$ cat src/rtl/mtod_sync_pkg.sv
// Shared definitions for the PPS-to-master-ToD alignment sequencer:
// FSM state encoding, CSR word addresses and field widths.
package mtod_sync_pkg;

  localparam int TOD_SEC_W       = 48;
  localparam int TOD_NS_W        = 32;
  localparam int CSR_DW          = 32;
  localparam int PPS_AW          = 6;
  localparam int TOD_AW          = 4;
  localparam int TIMEOUT_CYC_DEF = 1024;

  // PPS-load-ToD CSR word addresses
  localparam logic [PPS_AW-1:0] PPS_ADDR_SEC_HI  = 6'h00;
  localparam logic [PPS_AW-1:0] PPS_ADDR_SEC_LO  = 6'h01;
  localparam logic [PPS_AW-1:0] PPS_ADDR_NS      = 6'h02;
  localparam logic [PPS_AW-1:0] PPS_ADDR_IRQ_CLR = 6'h08;

  // Master ToD CSR word addresses; the NS write commits the load
  localparam logic [TOD_AW-1:0] TOD_ADDR_SEC_HI = 4'h0;
  localparam logic [TOD_AW-1:0] TOD_ADDR_SEC_LO = 4'h1;
  localparam logic [TOD_AW-1:0] TOD_ADDR_NS     = 4'h2;

  localparam logic [CSR_DW-1:0] IRQ_CLR_VAL = 32'h1;

  typedef enum logic [3:0] {
    ST_IDLE    = 4'd0,
    ST_RD_SHI  = 4'd1,
    ST_RD_SLO  = 4'd2,
    ST_RD_NS   = 4'd3,
    ST_CALC    = 4'd4,
    ST_WR_SHI  = 4'd5,
    ST_WR_SLO  = 4'd6,
    ST_WR_NS   = 4'd7,
    ST_CLR_IRQ = 4'd8,
    ST_DONE    = 4'd9,
    ST_ERR     = 4'd10
  } sync_state_e;

  // Seconds value of the next boundary; wraps modulo 2^48
  function automatic logic [TOD_SEC_W-1:0] next_second(input logic [TOD_SEC_W-1:0] sec);
    return sec + TOD_SEC_W'(1);
  endfunction

endpackage

$ cat src/rtl/mtod_avmm_xfer.sv
// Single-transfer Avalon-MM host engine. The requester holds req/we/addr/wdata
// stable for the whole transfer; this block drives the bus, reports completion
// (with read data sampled in the same cycle) and flags a transfer that has
// waited TIMEOUT_CYC cycles on waitrequest.
module mtod_avmm_xfer
  import mtod_sync_pkg::*;
#(
  parameter int AW          = 6,
  parameter int TIMEOUT_CYC = TIMEOUT_CYC_DEF
) (
  input  logic              clk_i,
  input  logic              rst_ni,
  input  logic              req_i,
  input  logic              we_i,
  input  logic [AW-1:0]     addr_i,
  input  logic [CSR_DW-1:0] wdata_i,
  output logic              done_o,
  output logic              timeout_o,
  output logic [CSR_DW-1:0] rdata_o,
  output logic [AW-1:0]     avm_address_o,
  output logic              avm_read_o,
  output logic              avm_write_o,
  output logic [CSR_DW-1:0] avm_writedata_o,
  input  logic [CSR_DW-1:0] avm_readdata_i,
  input  logic              avm_waitrequest_i
);

  localparam int CW = (TIMEOUT_CYC > 2) ? $clog2(TIMEOUT_CYC) : 1;
  localparam logic [CW-1:0] CNT_LAST = CW'(TIMEOUT_CYC - 1);

  logic [CW-1:0] cnt_q, cnt_d;
  logic          cnt_last;

  // Bus drive follows the request directly; idle bus is all zeros
  always_comb begin
    avm_read_o      = req_i & ~we_i;
    avm_write_o     = req_i & we_i;
    avm_address_o   = req_i ? addr_i : '0;
    avm_writedata_o = (req_i & we_i) ? wdata_i : '0;
    rdata_o         = avm_readdata_i;
    cnt_last        = (cnt_q == CNT_LAST);
    done_o          = req_i & ~avm_waitrequest_i;
    timeout_o       = req_i & avm_waitrequest_i & cnt_last;
  end

  // Wait counter: runs only while stalled, restarts on completion, timeout or idle
  always_comb begin
    cnt_d = '0;
    if (req_i && avm_waitrequest_i && !cnt_last) begin
      cnt_d = cnt_q + CW'(1);
    end
  end

  // Wait counter register
  always_ff @(posedge clk_i) begin
    if (!rst_ni) begin
      cnt_q <= '0;
    end else begin
      cnt_q <= cnt_d;
    end
  end

endmodule

$ cat src/rtl/mtod_pps_sync_ctrl.sv
// Re-aligns the master ToD counter to the external 1PPS reference: on each PPS
// capture IRQ it reads the captured ToD, computes the next second boundary,
// loads it into the master ToD and clears the IRQ.
// Optional statistics outputs are built when MTOD_SYNC_STATS_EN is defined.
module mtod_pps_sync_ctrl
  import mtod_sync_pkg::*;
#(
  parameter int TIMEOUT_CYC = TIMEOUT_CYC_DEF
) (
  input  logic                i_clk,
  input  logic                i_rst_n,
  input  logic                i_enable,
  input  logic [TOD_NS_W-1:0] i_ns_offset,
  input  logic                i_pps_irq,
  output logic [PPS_AW-1:0]   o_pps_address,
  output logic                o_pps_read,
  output logic                o_pps_write,
  output logic [CSR_DW-1:0]   o_pps_writedata,
  input  logic [CSR_DW-1:0]   i_pps_readdata,
  input  logic                i_pps_waitrequest,
  output logic [TOD_AW-1:0]   o_tod_address,
  output logic                o_tod_write,
  output logic [CSR_DW-1:0]   o_tod_writedata,
  input  logic                i_tod_waitrequest,
  output logic                o_busy,
  output logic                o_sync_done,
  output logic                o_err
`ifdef MTOD_SYNC_STATS_EN
  ,
  output logic [15:0]         o_sync_cnt,
  output logic [15:0]         o_err_cnt,
  output logic [31:0]         o_last_ns_err
`endif
);

  sync_state_e state_q, state_d;

  logic [15:0]          cap_sec_hi_q, cap_sec_hi_d;
  logic [31:0]          cap_sec_lo_q, cap_sec_lo_d;
  logic [TOD_NS_W-1:0]  cap_ns_q, cap_ns_d;
  logic [TOD_SEC_W-1:0] sec_next_q, sec_next_d;
  logic [TOD_NS_W-1:0]  ns_next_q, ns_next_d;
  logic                 armed_q, armed_d;
  logic                 err_q, err_d;
  logic                 enable_q;

  logic                pps_req, pps_we, pps_done, pps_timeout;
  logic [PPS_AW-1:0]   pps_addr;
  logic [CSR_DW-1:0]   pps_wdata, pps_rdata;
  logic                tod_req, tod_done, tod_timeout;
  logic [TOD_AW-1:0]   tod_addr;
  logic [CSR_DW-1:0]   tod_wdata;
  logic                tod_read_unused;
  logic [CSR_DW-1:0]   tod_rdata_unused;
  logic                trigger, any_timeout;

  mtod_avmm_xfer #(.AW(PPS_AW), .TIMEOUT_CYC(TIMEOUT_CYC)) u_pps_xfer (
    .clk_i             (i_clk),
    .rst_ni            (i_rst_n),
    .req_i             (pps_req),
    .we_i              (pps_we),
    .addr_i            (pps_addr),
    .wdata_i           (pps_wdata),
    .done_o            (pps_done),
    .timeout_o         (pps_timeout),
    .rdata_o           (pps_rdata),
    .avm_address_o     (o_pps_address),
    .avm_read_o        (o_pps_read),
    .avm_write_o       (o_pps_write),
    .avm_writedata_o   (o_pps_writedata),
    .avm_readdata_i    (i_pps_readdata),
    .avm_waitrequest_i (i_pps_waitrequest)
  );

  mtod_avmm_xfer #(.AW(TOD_AW), .TIMEOUT_CYC(TIMEOUT_CYC)) u_tod_xfer (
    .clk_i             (i_clk),
    .rst_ni            (i_rst_n),
    .req_i             (tod_req),
    .we_i              (1'b1),
    .addr_i            (tod_addr),
    .wdata_i           (tod_wdata),
    .done_o            (tod_done),
    .timeout_o         (tod_timeout),
    .rdata_o           (tod_rdata_unused),
    .avm_address_o     (o_tod_address),
    .avm_read_o        (tod_read_unused),
    .avm_write_o       (o_tod_write),
    .avm_writedata_o   (o_tod_writedata),
    .avm_readdata_i    ('0),
    .avm_waitrequest_i (i_tod_waitrequest)
  );

  // Transfer request decode: each bus state owns exactly one transfer
  always_comb begin
    pps_req   = 1'b0;
    pps_we    = 1'b0;
    pps_addr  = '0;
    pps_wdata = '0;
    tod_req   = 1'b0;
    tod_addr  = '0;
    tod_wdata = '0;
    case (state_q)
      ST_RD_SHI:  begin pps_req = 1'b1; pps_addr = PPS_ADDR_SEC_HI; end
      ST_RD_SLO:  begin pps_req = 1'b1; pps_addr = PPS_ADDR_SEC_LO; end
      ST_RD_NS:   begin pps_req = 1'b1; pps_addr = PPS_ADDR_NS; end
      ST_WR_SHI:  begin
        tod_req   = 1'b1;
        tod_addr  = TOD_ADDR_SEC_HI;
        tod_wdata = CSR_DW'(sec_next_q[TOD_SEC_W-1:32]);
      end
      ST_WR_SLO:  begin
        tod_req   = 1'b1;
        tod_addr  = TOD_ADDR_SEC_LO;
        tod_wdata = sec_next_q[31:0];
      end
      ST_WR_NS:   begin
        tod_req   = 1'b1;
        tod_addr  = TOD_ADDR_NS;
        tod_wdata = ns_next_q;
      end
      ST_CLR_IRQ: begin
        pps_req   = 1'b1;
        pps_we    = 1'b1;
        pps_addr  = PPS_ADDR_IRQ_CLR;
        pps_wdata = IRQ_CLR_VAL;
      end
      default: ;
    endcase
  end

  // Sequencer next state: advance on completion, divert to ERR on any timeout
  always_comb begin
    trigger     = (state_q == ST_IDLE) && i_enable && i_pps_irq && armed_q;
    any_timeout = pps_timeout | tod_timeout;
    state_d     = state_q;
    case (state_q)
      ST_IDLE:    if (trigger) state_d = ST_RD_SHI;
      ST_RD_SHI:  if (pps_timeout) state_d = ST_ERR; else if (pps_done) state_d = ST_RD_SLO;
      ST_RD_SLO:  if (pps_timeout) state_d = ST_ERR; else if (pps_done) state_d = ST_RD_NS;
      ST_RD_NS:   if (pps_timeout) state_d = ST_ERR; else if (pps_done) state_d = ST_CALC;
      ST_CALC:    state_d = ST_WR_SHI;
      ST_WR_SHI:  if (tod_timeout) state_d = ST_ERR; else if (tod_done) state_d = ST_WR_SLO;
      ST_WR_SLO:  if (tod_timeout) state_d = ST_ERR; else if (tod_done) state_d = ST_WR_NS;
      ST_WR_NS:   if (tod_timeout) state_d = ST_ERR; else if (tod_done) state_d = ST_CLR_IRQ;
      ST_CLR_IRQ: if (pps_timeout) state_d = ST_ERR; else if (pps_done) state_d = ST_DONE;
      ST_DONE:    state_d = ST_IDLE;
      ST_ERR:     state_d = ST_IDLE;
      default:    state_d = ST_IDLE;
    endcase
  end

  // Capture, next-boundary calculation, re-arm and sticky error flag
  always_comb begin
    cap_sec_hi_d = cap_sec_hi_q;
    cap_sec_lo_d = cap_sec_lo_q;
    cap_ns_d     = cap_ns_q;
    sec_next_d   = sec_next_q;
    ns_next_d    = ns_next_q;
    armed_d      = armed_q;
    err_d        = err_q;
    if (pps_done && (state_q == ST_RD_SHI)) cap_sec_hi_d = pps_rdata[15:0];
    if (pps_done && (state_q == ST_RD_SLO)) cap_sec_lo_d = pps_rdata;
    if (pps_done && (state_q == ST_RD_NS))  cap_ns_d     = pps_rdata;
    if (state_q == ST_CALC) begin
      sec_next_d = next_second({cap_sec_hi_q, cap_sec_lo_q});
      ns_next_d  = i_ns_offset;
    end
    // A stale IRQ level must be seen low before another sequence may start
    if (!i_pps_irq) armed_d = 1'b1;
    if (trigger || (state_q == ST_CLR_IRQ) || (state_q == ST_ERR)) armed_d = 1'b0;
    if (i_enable && !enable_q) err_d = 1'b0;
    if (any_timeout) err_d = 1'b1;
  end

  // State and datapath registers
  always_ff @(posedge i_clk) begin
    if (!i_rst_n) begin
      state_q      <= ST_IDLE;
      cap_sec_hi_q <= '0;
      cap_sec_lo_q <= '0;
      cap_ns_q     <= '0;
      sec_next_q   <= '0;
      ns_next_q    <= '0;
      armed_q      <= 1'b0;
      err_q        <= 1'b0;
      enable_q     <= 1'b0;
    end else begin
      state_q      <= state_d;
      cap_sec_hi_q <= cap_sec_hi_d;
      cap_sec_lo_q <= cap_sec_lo_d;
      cap_ns_q     <= cap_ns_d;
      sec_next_q   <= sec_next_d;
      ns_next_q    <= ns_next_d;
      armed_q      <= armed_d;
      err_q        <= err_d;
      enable_q     <= i_enable;
    end
  end

  assign o_busy      = (state_q != ST_IDLE);
  assign o_sync_done = (state_q == ST_DONE);
  assign o_err       = err_q;

`ifdef MTOD_SYNC_STATS_EN
  logic [15:0] sync_cnt_q, err_cnt_q;

  // Saturating counters of completed loads and timeouts
  always_ff @(posedge i_clk) begin
    if (!i_rst_n) begin
      sync_cnt_q <= '0;
      err_cnt_q  <= '0;
    end else begin
      if ((state_q == ST_DONE) && (sync_cnt_q != 16'hFFFF)) sync_cnt_q <= sync_cnt_q + 16'd1;
      if (any_timeout && (err_cnt_q != 16'hFFFF)) err_cnt_q <= err_cnt_q + 16'd1;
    end
  end

  assign o_sync_cnt    = sync_cnt_q;
  assign o_err_cnt     = err_cnt_q;
  assign o_last_ns_err = cap_ns_q;
`else
  logic cap_ns_unused;
  assign cap_ns_unused = ^cap_ns_q;
`endif

endmodule
$ cat config.mk
export PLATFORM = sky130hd
export DESIGN_NAME = mtod_pps_sync_ctrl
export DESIGN_NICKNAME = d
export VERILOG_FILES = /design/src/rtl/mtod_sync_pkg.sv /design/src/rtl/mtod_avmm_xfer.sv /design/src/rtl/mtod_pps_sync_ctrl.sv
export SDC_FILE = /design/constraint.sdc
export NUM_CORES = 1
export LEC_CHECK = 0
export CORE_MARGIN = 2
export CORE_UTILIZATION = 50
export CTS_CLUSTER_SIZE = 14
export DETAILED_ROUTE_END_ITERATION = 8
export GPL_ROUTABILITY_DRIVEN = 0
export PLACE_DENSITY = 0.82
export SYNTH_ARGS = -nofsm -noshare
export SYNTH_HDL_FRONTEND = slang
export SYNTH_HIERARCHICAL = 1
export SYNTH_SLANG_ARGS = --single-unit
export TNS_END_PERCENT = 20
$ cat constraint.sdc
create_clock -name i_clk -period 8.3 [get_ports i_clk]
set_input_delay 1.66 -clock i_clk [delete_from_list [all_inputs] [get_ports i_clk]]
set_output_delay 1.66 -clock i_clk [all_outputs]
set_load 0.02 [all_outputs]
==> results of run 1 <==
[power by group through the flow]
stage               clock network [uW]  logic, uW  registers [uW]
floorplan                            0        132             777
global placement                     0        193             777
detailed placement                   0        195             777
CTS                                905        196             761
global route                       937        218             762
finish                             898        199             761
[worst max-delay path, stage by stage, from the launching register on]
cell and delay, ns:
dfxtp_1 0.30, buf_4 0.34, nor2b_1 0.93, nor2b_1 1.00
a22o_1 0.32, and3_1 0.16, clkdlybuf4s50_1 0.60
[per-stage QoR]
| step | area [um^2] | setup slack [ns] | hold slack (ns) | total power (uW) |
|---|---|---|---|---|
| finish | 9760 | 2.54 | 0.454 | 1860 |
| global route | 9760 | 2.24 | 0.476 | 1920 |
| CTS | 9760 | 2.53 | 0.456 | 1860 |
| detailed placement | 9090 | 3.03 | 0.448 | 973 |
| global placement | 9090 | 3.03 | 0.443 | 970 |
| floorplan | 8140 | 4.79 | 0.429 | 910 |
[cell type report]
type,instances,area [um^2],area share
well taps,216,270,0.0277
flip-flops and latches,155,3100,0.318
clock buffers,21,460,0.0472
inverters,12,45.0,0.00461
repair buffers,121,1190,0.122
clock inverters,8,215,0.0220
multi-input cells,773,4480,0.459
[worst paths after layout]
path	startpoint	end	depth (start not counted)
setup reg to reg	state_q[2]	state_q[3]	9
hold reg to reg	ns_next_q[30]	ns_next_q[30]	2
hold / removal	ns_next_q[30]	ns_next_q[30]	2
setup / recovery	state_q[1]	o_tod_writedata[31]	6
[flip-flops by register name, indices dropped and copies added, names as in the netlist]
signal,flops
sec_next_q,48
cap_sec_lo_q,32
ns_next_q,32
cap_sec_hi_q,16
u_pps_xfer/cnt_q,10
u_tod_xfer/cnt_q,10
state_q,4
armed_q,1
enable_q,1
o_err,1
[layer usage]
layer	up-vias	wire length (um)	GRT usage
met3	49	1330	0.0517
met1	3337	9040	0.309
met2	267	9300	0.378
met5	-	0	0
met4	0	633	0.102
li1	3599	-	-
==> impl_metrics.yaml, run 1 <==
status:
  status: "finished, final reports clean"
floorplan:
  num_rows: 46
  fp.dieH_um: 130
  die_w_um: 130
  pin_count: 150
  dieArea_um2: 17000
  coreArea_um2: 15800
  start_util: 0.507
flow_run:
  cap_violations: 0
setup_path:
  crit_type: "reg -> out"
  end_kind: "output pin"
  rrSetupSlack_ns: 4.07
  worst-path-max-fanout: 33
  critPathRequiredTime_ns: 6.64
  worstPathArrival_ns: 4.10
  start_kind: "flip-flop"
sta:
  min_period_ns: 5.76
  worstMarginPinSlew_ns: 1.27
  finalSetupTns_ns: 0
  fin_skew_ns: 0.0104
  slew_headroom: 0.152
  hold_viol: 0
  rsz0062_at_grt: "no"
  setup_violations: 0
  max_clock_freq_mhz: 174
  period_share: 0.694
  report.final.slew_viol_count: 0
cts:
  post_cts_buffers: 0
  cts.sinks: 155
  ctsHoldBuffers: 0
  cts.htree.levels: 4
  cts_tree: "done"
  post_cts_resize_count: 0
  ctsLongestPathBuffers: 2
  clock_latency_ns: 0.44
  cts-root-buf: "clkbuf_16"
  clkSlewWorstSetupHoldPaths_ns: 0.06
  cts_buffers: 17
global_routing:
  antenna_found_initial: 0
  grt_pass1_vias: 6387
  overflow: 0
  grt_pass1_wl_um: 31500
  grt.total_usage: 0.236
  grt_max_degree: 126
drt:
  first_iter_violations: 553
  postRouteAntennaNets: 0
  via_per_inst: 5.55
  wl_um: 20300
  drc: 0
  via_count: 7252
  dr.pass1.iters: 5
  avgRoutedWirePerCell_um: 15.5
final_layout:
  final_common_cell: "nand2_1"
  drive_gt1_frac: 0.0697
  fin_cells: 1306
  layout_common_cells: "nand2_1, dfxtp_1, clkdlybuf4s50_1"
  post-route-util: 0.619
  antennaDiodeCount: 0
  synthToLayoutAreaGrowth_pct: 22.2
  nFillCells: 1367
  nNetsFinal: 1153
pwr:
  switchingPower_uw: 421
  p_comb_frac: 0.107
  sw_frac_of_total: 0.227
  power_frac_seq: 0.410
  p_per_area_nw_per_um2: 190
  ir_worst_vdd_mv: 0.171
  pwr-share-clk: 0.483
  leakagePower_uw: 0.00365
  p_int_uw: 1440
logic_synthesis:
  yosysWarnings: 6
  syn_area_per_cell_um2: 7.95
  synthCells: 1005
  synth_area_um2: 7990
place:
  port_buffers: 113
  dp.cells: 1277
  dp_hpwl_um: 13800
min_path:
  hp-class: "reg -> reg"
Note: power is estimated with default switching activity, not from simulation.
==> inputs of run 2 (changes only) <==
- CORE_UTILIZATION: 50 -> 48
- clock period: 8.3 -> 5 ns (I/O delays scaled with it)
==> run 2 against run 1 <==
Critical path type unchanged. Global-route usage fell by 0.86 points. Largest cell class unchanged. Sequential share of layout area hardly changed. Clock power increased by 49%. Utilization decreased by 2.5 points. Highest routed layer unchanged. Register-to-register slack got worse by 2.8 ns.
==> impl_metrics.yaml, run 2 (synthesis results as in run 1) <==
status:
  status: "finished, final reports clean"
global_routing:
  grt_max_degree: 70
  grt_pass1_vias: 6513
  grt.total_usage: 0.228
  antenna_found_initial: 0
  grt_pass1_wl_um: 32700
  overflow: 0
drt:
  first_iter_violations: 634
  drc: 0
  postRouteAntennaNets: 0
  dr.pass1.iters: 5
  wl_um: 20200
  via_per_inst: 5.53
  via_count: 7291
  avgRoutedWirePerCell_um: 15.3
cts:
  post_cts_buffers: 0
  cts-root-buf: "clkbuf_16"
  clkSlewWorstSetupHoldPaths_ns: 0.06
  post_cts_resize_count: 0
  ctsLongestPathBuffers: 2
  cts.sinks: 155
  clock_latency_ns: 0.43
  cts_buffers: 17
  cts.htree.levels: 4
  ctsHoldBuffers: 0
  cts_tree: "done"
setup_path:
  rrSetupSlack_ns: 1.24
  startpoint: "state_q[0]"
  rr_worst_depth: 10
  worstReg2RegStart: "state_q[0]"
  slowest_stage: "dfxtp_1"
  cp_top_family: "flip-flops"
  r2r-end: "state_q[3]"
  critPathBufInv: 2
  crit_type: "reg -> out"
  end_kind: "output pin"
  slowest_delay_ns: 1.04
  worst-path-max-fanout: 33
  cp.depth: 5
  cp_cell_sequence: "nor2_1 -> nor2_2 -> buf_4 -> and3_1 -> clkdlybuf4s50_1"
  worstPathArrival_ns: 3.30
  critPathRequiredTime_ns: 4.00
  crit_end: "o_tod_writedata[26]"
  start_kind: "flip-flop"
pwr:
  sw_frac_of_total: 0.251
  p_int_uw: 2190
  pwr-share-clk: 0.457
  ir_worst_vdd_mv: 0.280
  leakagePower_uw: 0.00365
  finalPower_uw: 2930
  power_frac_seq: 0.442
  switchingPower_uw: 736
  p_per_area_nw_per_um2: 301
  p_comb_frac: 0.101
place:
  port_buffers: 113
  dp_hpwl_um: 14000
  preCtsSetupSlack_ns: 1.19
final_layout:
  largest_register_ffs: 48
  top_regs: "sec_next_q (48), cap_sec_lo_q (32), ns_next_q (32)"
  layout_common_cells: "nand2_1, dfxtp_1, clkdlybuf4s50_1"
  final_common_cell: "nand2_1"
  max_flop_register: "sec_next_q"
  nNetsFinal: 1158
  drive_gt1_frac: 0.0783
  synthToLayoutAreaGrowth_pct: 22.0
  antennaDiodeCount: 0
sta:
  hold_viol: 0
  setup_violations: 0
  slew_headroom: 0.242
  rsz0062_at_grt: "no"
  report.final.slew_viol_count: 0
  worst_slack_ns: 0.705
  max_clock_freq_mhz: 233
  period_share: 0.859
  finalSetupTns_ns: 0
  min_period_ns: 4.30
  fin_skew_ns: 0.00852
  worstMarginPinSlew_ns: 1.14
floorplan:
  start_util: 0.487
  pin_count: 150
  die_w_um: 133
  dieArea_um2: 17700
  coreArea_um2: 16400
  num_rows: 47
  fp.dieH_um: 133
flow_run:
  cap_violations: 0
min_path:
  hp-class: "reg -> reg"
  hold_depth: 2
==> run 2: cell count changes in the layout (fill, tap and decap cells not counted) <==
cell,delta
clkinv_2,+2
inv_6,+2
buf_4,+5
bufinv_16,-4
clkinv_4,+4
clkinvlp_4,+1
clkbuf_1,-2
==> run 2: metrics by stage <==
stage,instances,instance area [um^2],hold WS (ns),util
after floorplan,1045,8140,0.429,-
after global placement,1286,9130,0.439,0.556
after detailed placement,1286,9130,0.446,0.556
after CTS,1318,9750,0.454,0.594
after global routing,1318,9750,0.469,0.594
final,1318,9750,0.454,0.594
==> run 2: worst min path at each step <==
stage                                    from             endpoint  slack, ns
after CTS                       ns_next_q[16]        ns_next_q[16]       0.45
after detailed placement  u_pps_xfer/cnt_q[0]  u_pps_xfer/cnt_q[0]       0.45
final                           ns_next_q[16]        ns_next_q[16]       0.45
after floorplan           u_pps_xfer/cnt_q[0]  u_pps_xfer/cnt_q[0]       0.43
after global routing            ns_next_q[16]        ns_next_q[16]       0.47
after global placement           ns_next_q[0]         ns_next_q[0]       0.44
==> run 2: layer usage <==
metal  routed length, um  share of wire  GRT usage
met5                   0              0          0
met4                 488          0.024     0.0878
met3                1250          0.062     0.0433
met2                9160           0.45      0.362
met1                9270           0.46      0.306
==> run 2: worst register-to-register path, delay by kind of cell (launching register included) <==
family	cells	cell delay [ns]
simple gates	7	1.72
flops	1	1.04
compound gates	2	0.61
buf+inv	1	0.34
==> run 2: final cells by class <==
| cell class | instances | area [um^2] |
|---|---|---|
| multi-input cells | 773 | 4480 |
| well taps | 220 | 275 |
| clock buffers | 19 | 453 |
| repair buffers | 126 | 1230 |
| clock inverters | 13 | 165 |
| inverters | 12 | 45.0 |
| fillers | 1411 | 6660 |
| flip-flops and latches | 155 | 3100 |
==> run 2: power groups by stage <==
stage / combinational (uW) / sequential, uW / clock, uW
2_1_floorplan: 219 / 1290 / 0
3_3_place_gp: 284 / 1320 / 0
3_5_place_dp: 289 / 1320 / 0
4_1_cts: 290 / 1290 / 1350
5_1_grt: 321 / 1300 / 1410
6_report: 296 / 1300 / 1340
==> inputs of run 3 (changes only) <==
- SLEW_MARGIN: unset -> 20
==> run 3 against run 2 <==
Clock skew decreased by 0.0018 ns. Sequential power about the same. First-iteration DRC count increased by 1.6%. Clock power about the same. Clock-buffer cell count unchanged. Hold slack got worse by 0.00079 ns. Final cell count unchanged.
==> impl_metrics.yaml, run 3 (synthesis results as in run 1) <==
floorplan:
  num_rows: 47
  dieArea_um2: 17700
  coreArea_um2: 16400
  start_util: 0.487
  die_w_um: 133
  pin_count: 150
  fp.dieH_um: 133
pwr:
  p_per_area_nw_per_um2: 301
  ir_worst_vdd_mv: 0.278
  leakagePower_uw: 0.00365
setup_path:
  cp_top_family: "simple AND/OR/NAND/NOR gates"
  worst-path-max-fanout: 27
  worstReg2RegStart: "state_q[2]"
  end_kind: "output pin"
  slowest_stage: "clkdlybuf4s50_1"
  cp_cell_sequence: "nand2b_1 -> nor2_2 -> buf_4 -> and3_1 -> clkdlybuf4s50_1"
  worstPathArrival_ns: 3.26
  start_kind: "flip-flop"
  crit_type: "reg -> out"
  slowest_delay_ns: 0.62
  rrSetupSlack_ns: 1.28
  critPathRequiredTime_ns: 4.00
  critPathBufInv: 2
  startpoint: "state_q[2]"
flow_run:
  cap_violations: 0
status:
  status: "finished, final reports clean"
global_routing:
  grt.total_usage: 0.228
  antenna_found_initial: 0
  grt_pass1_vias: 6513
  grt_pass1_wl_um: 32700
  overflow: 0
  grt_max_degree: 70
sta:
  worstMarginPinSlew_ns: 1.08
  period_share: 0.851
  rsz0062_at_grt: "no"
  hold_viol: 0
  report.final.slew_viol_count: 0
  slew_headroom: 0.276
  setup_violations: 0
  finalSetupTns_ns: 0
  fin_skew_ns: 0.00668
  min_period_ns: 4.26
  max_clock_freq_mhz: 235
cts:
  cts_tree: "done"
  clkSlewWorstSetupHoldPaths_ns: 0.06
  cts.sinks: 155
  cts_buffers: 17
  clock_latency_ns: 0.43
  post_cts_buffers: 0
  ctsHoldBuffers: 0
  post_cts_resize_count: 0
  ctsLongestPathBuffers: 2
  cts.htree.levels: 4
  cts-root-buf: "clkbuf_16"
final_layout:
  antennaDiodeCount: 0
  layout_common_cells: "nand2_1, dfxtp_1, clkdlybuf4s50_1"
  synthToLayoutAreaGrowth_pct: 22.1
  post-route-util: 0.594
  nNetsFinal: 1158
  max_flop_register: "sec_next_q"
  drive_gt1_frac: 0.0801
  largest_register_ffs: 48
  nFillCells: 1411
  final_common_cell: "nand2_1"
  top_regs: "sec_next_q (48), cap_sec_lo_q (32), ns_next_q (32)"
drt:
  via_count: 7247
  dr.pass1.iters: 7
  first_iter_violations: 644
  drc: 0
  postRouteAntennaNets: 0
  avgRoutedWirePerCell_um: 15.3
  wl_um: 20200
  via_per_inst: 5.50
min_path:
  hold_start: "ns_next_q[16]"
  hp-class: "reg -> reg"
place:
  port_buffers: 113
  dp_hpwl_um: 14000
run 3: cell count changes in the layout (fill, tap and decap cells not counted):
cell / previous run / this run
dfxtp_1: 155 / 154
and2_1: 17 / 16
and2_2: 0 / 1
dfxtp_2: 0 / 1
run 3: through the flow:
step                      total power, uW  std cells  hold slack, ns  instance area (um^2)  setup slack (ns)
after floorplan                      1510       1045           0.429                  8140              2.15
after global placement               1600       1286           0.439                  9130              1.28
after detailed placement             1610       1286           0.446                  9130              1.19
after CTS                            2930       1318           0.454                  9750             0.741
after global routing                 3030       1318           0.469                  9750             0.482
final                                2930       1318           0.453                  9750             0.744
run 3: where the power goes:
part	switching (uW)	internal, uW	leakage (uW)
Sequential	45.3	1250	0.00125
Clock	525	814	0.000304
Combinational	165	130	0.00210
Total	735	2200	0.00365
run 3: final timing paths:
path,endpoint,cells after the start
setup / recovery,o_tod_writedata[26],5
hold / removal,ns_next_q[16],2
setup reg to reg,state_q[3],10
hold reg to reg,ns_next_q[16],2
run 3: area by class of cell:
type                            count  area, um^2  share of cell area
Multi-Input combinational cell    773        4480               0.459
Sequential cell                   155        3100               0.318
Timing Repair Buffer              126        1230               0.126
Clock buffer                       19         453              0.0465
Tap cell                          220         275              0.0282
Clock inverter                     13         165              0.0169
Inverter                           12        45.0             0.00462
run 3: worst min-delay path: stages (launching register included):
cell     delay [ns]
dfxtp_1        0.31
nand2_1        0.05
a21oi_1        0.05
run 3: routing by layer:
layer	track usage	vias to the layer above	share of wire	wire length, um
met2	0.362	257	0.45	9140
met1	0.306	3333	0.46	9260
met4	0.0878	0	0.025	505
met3	0.0433	40	0.062	1250
met5	0	-	0	0
li1	-	3617	-	-
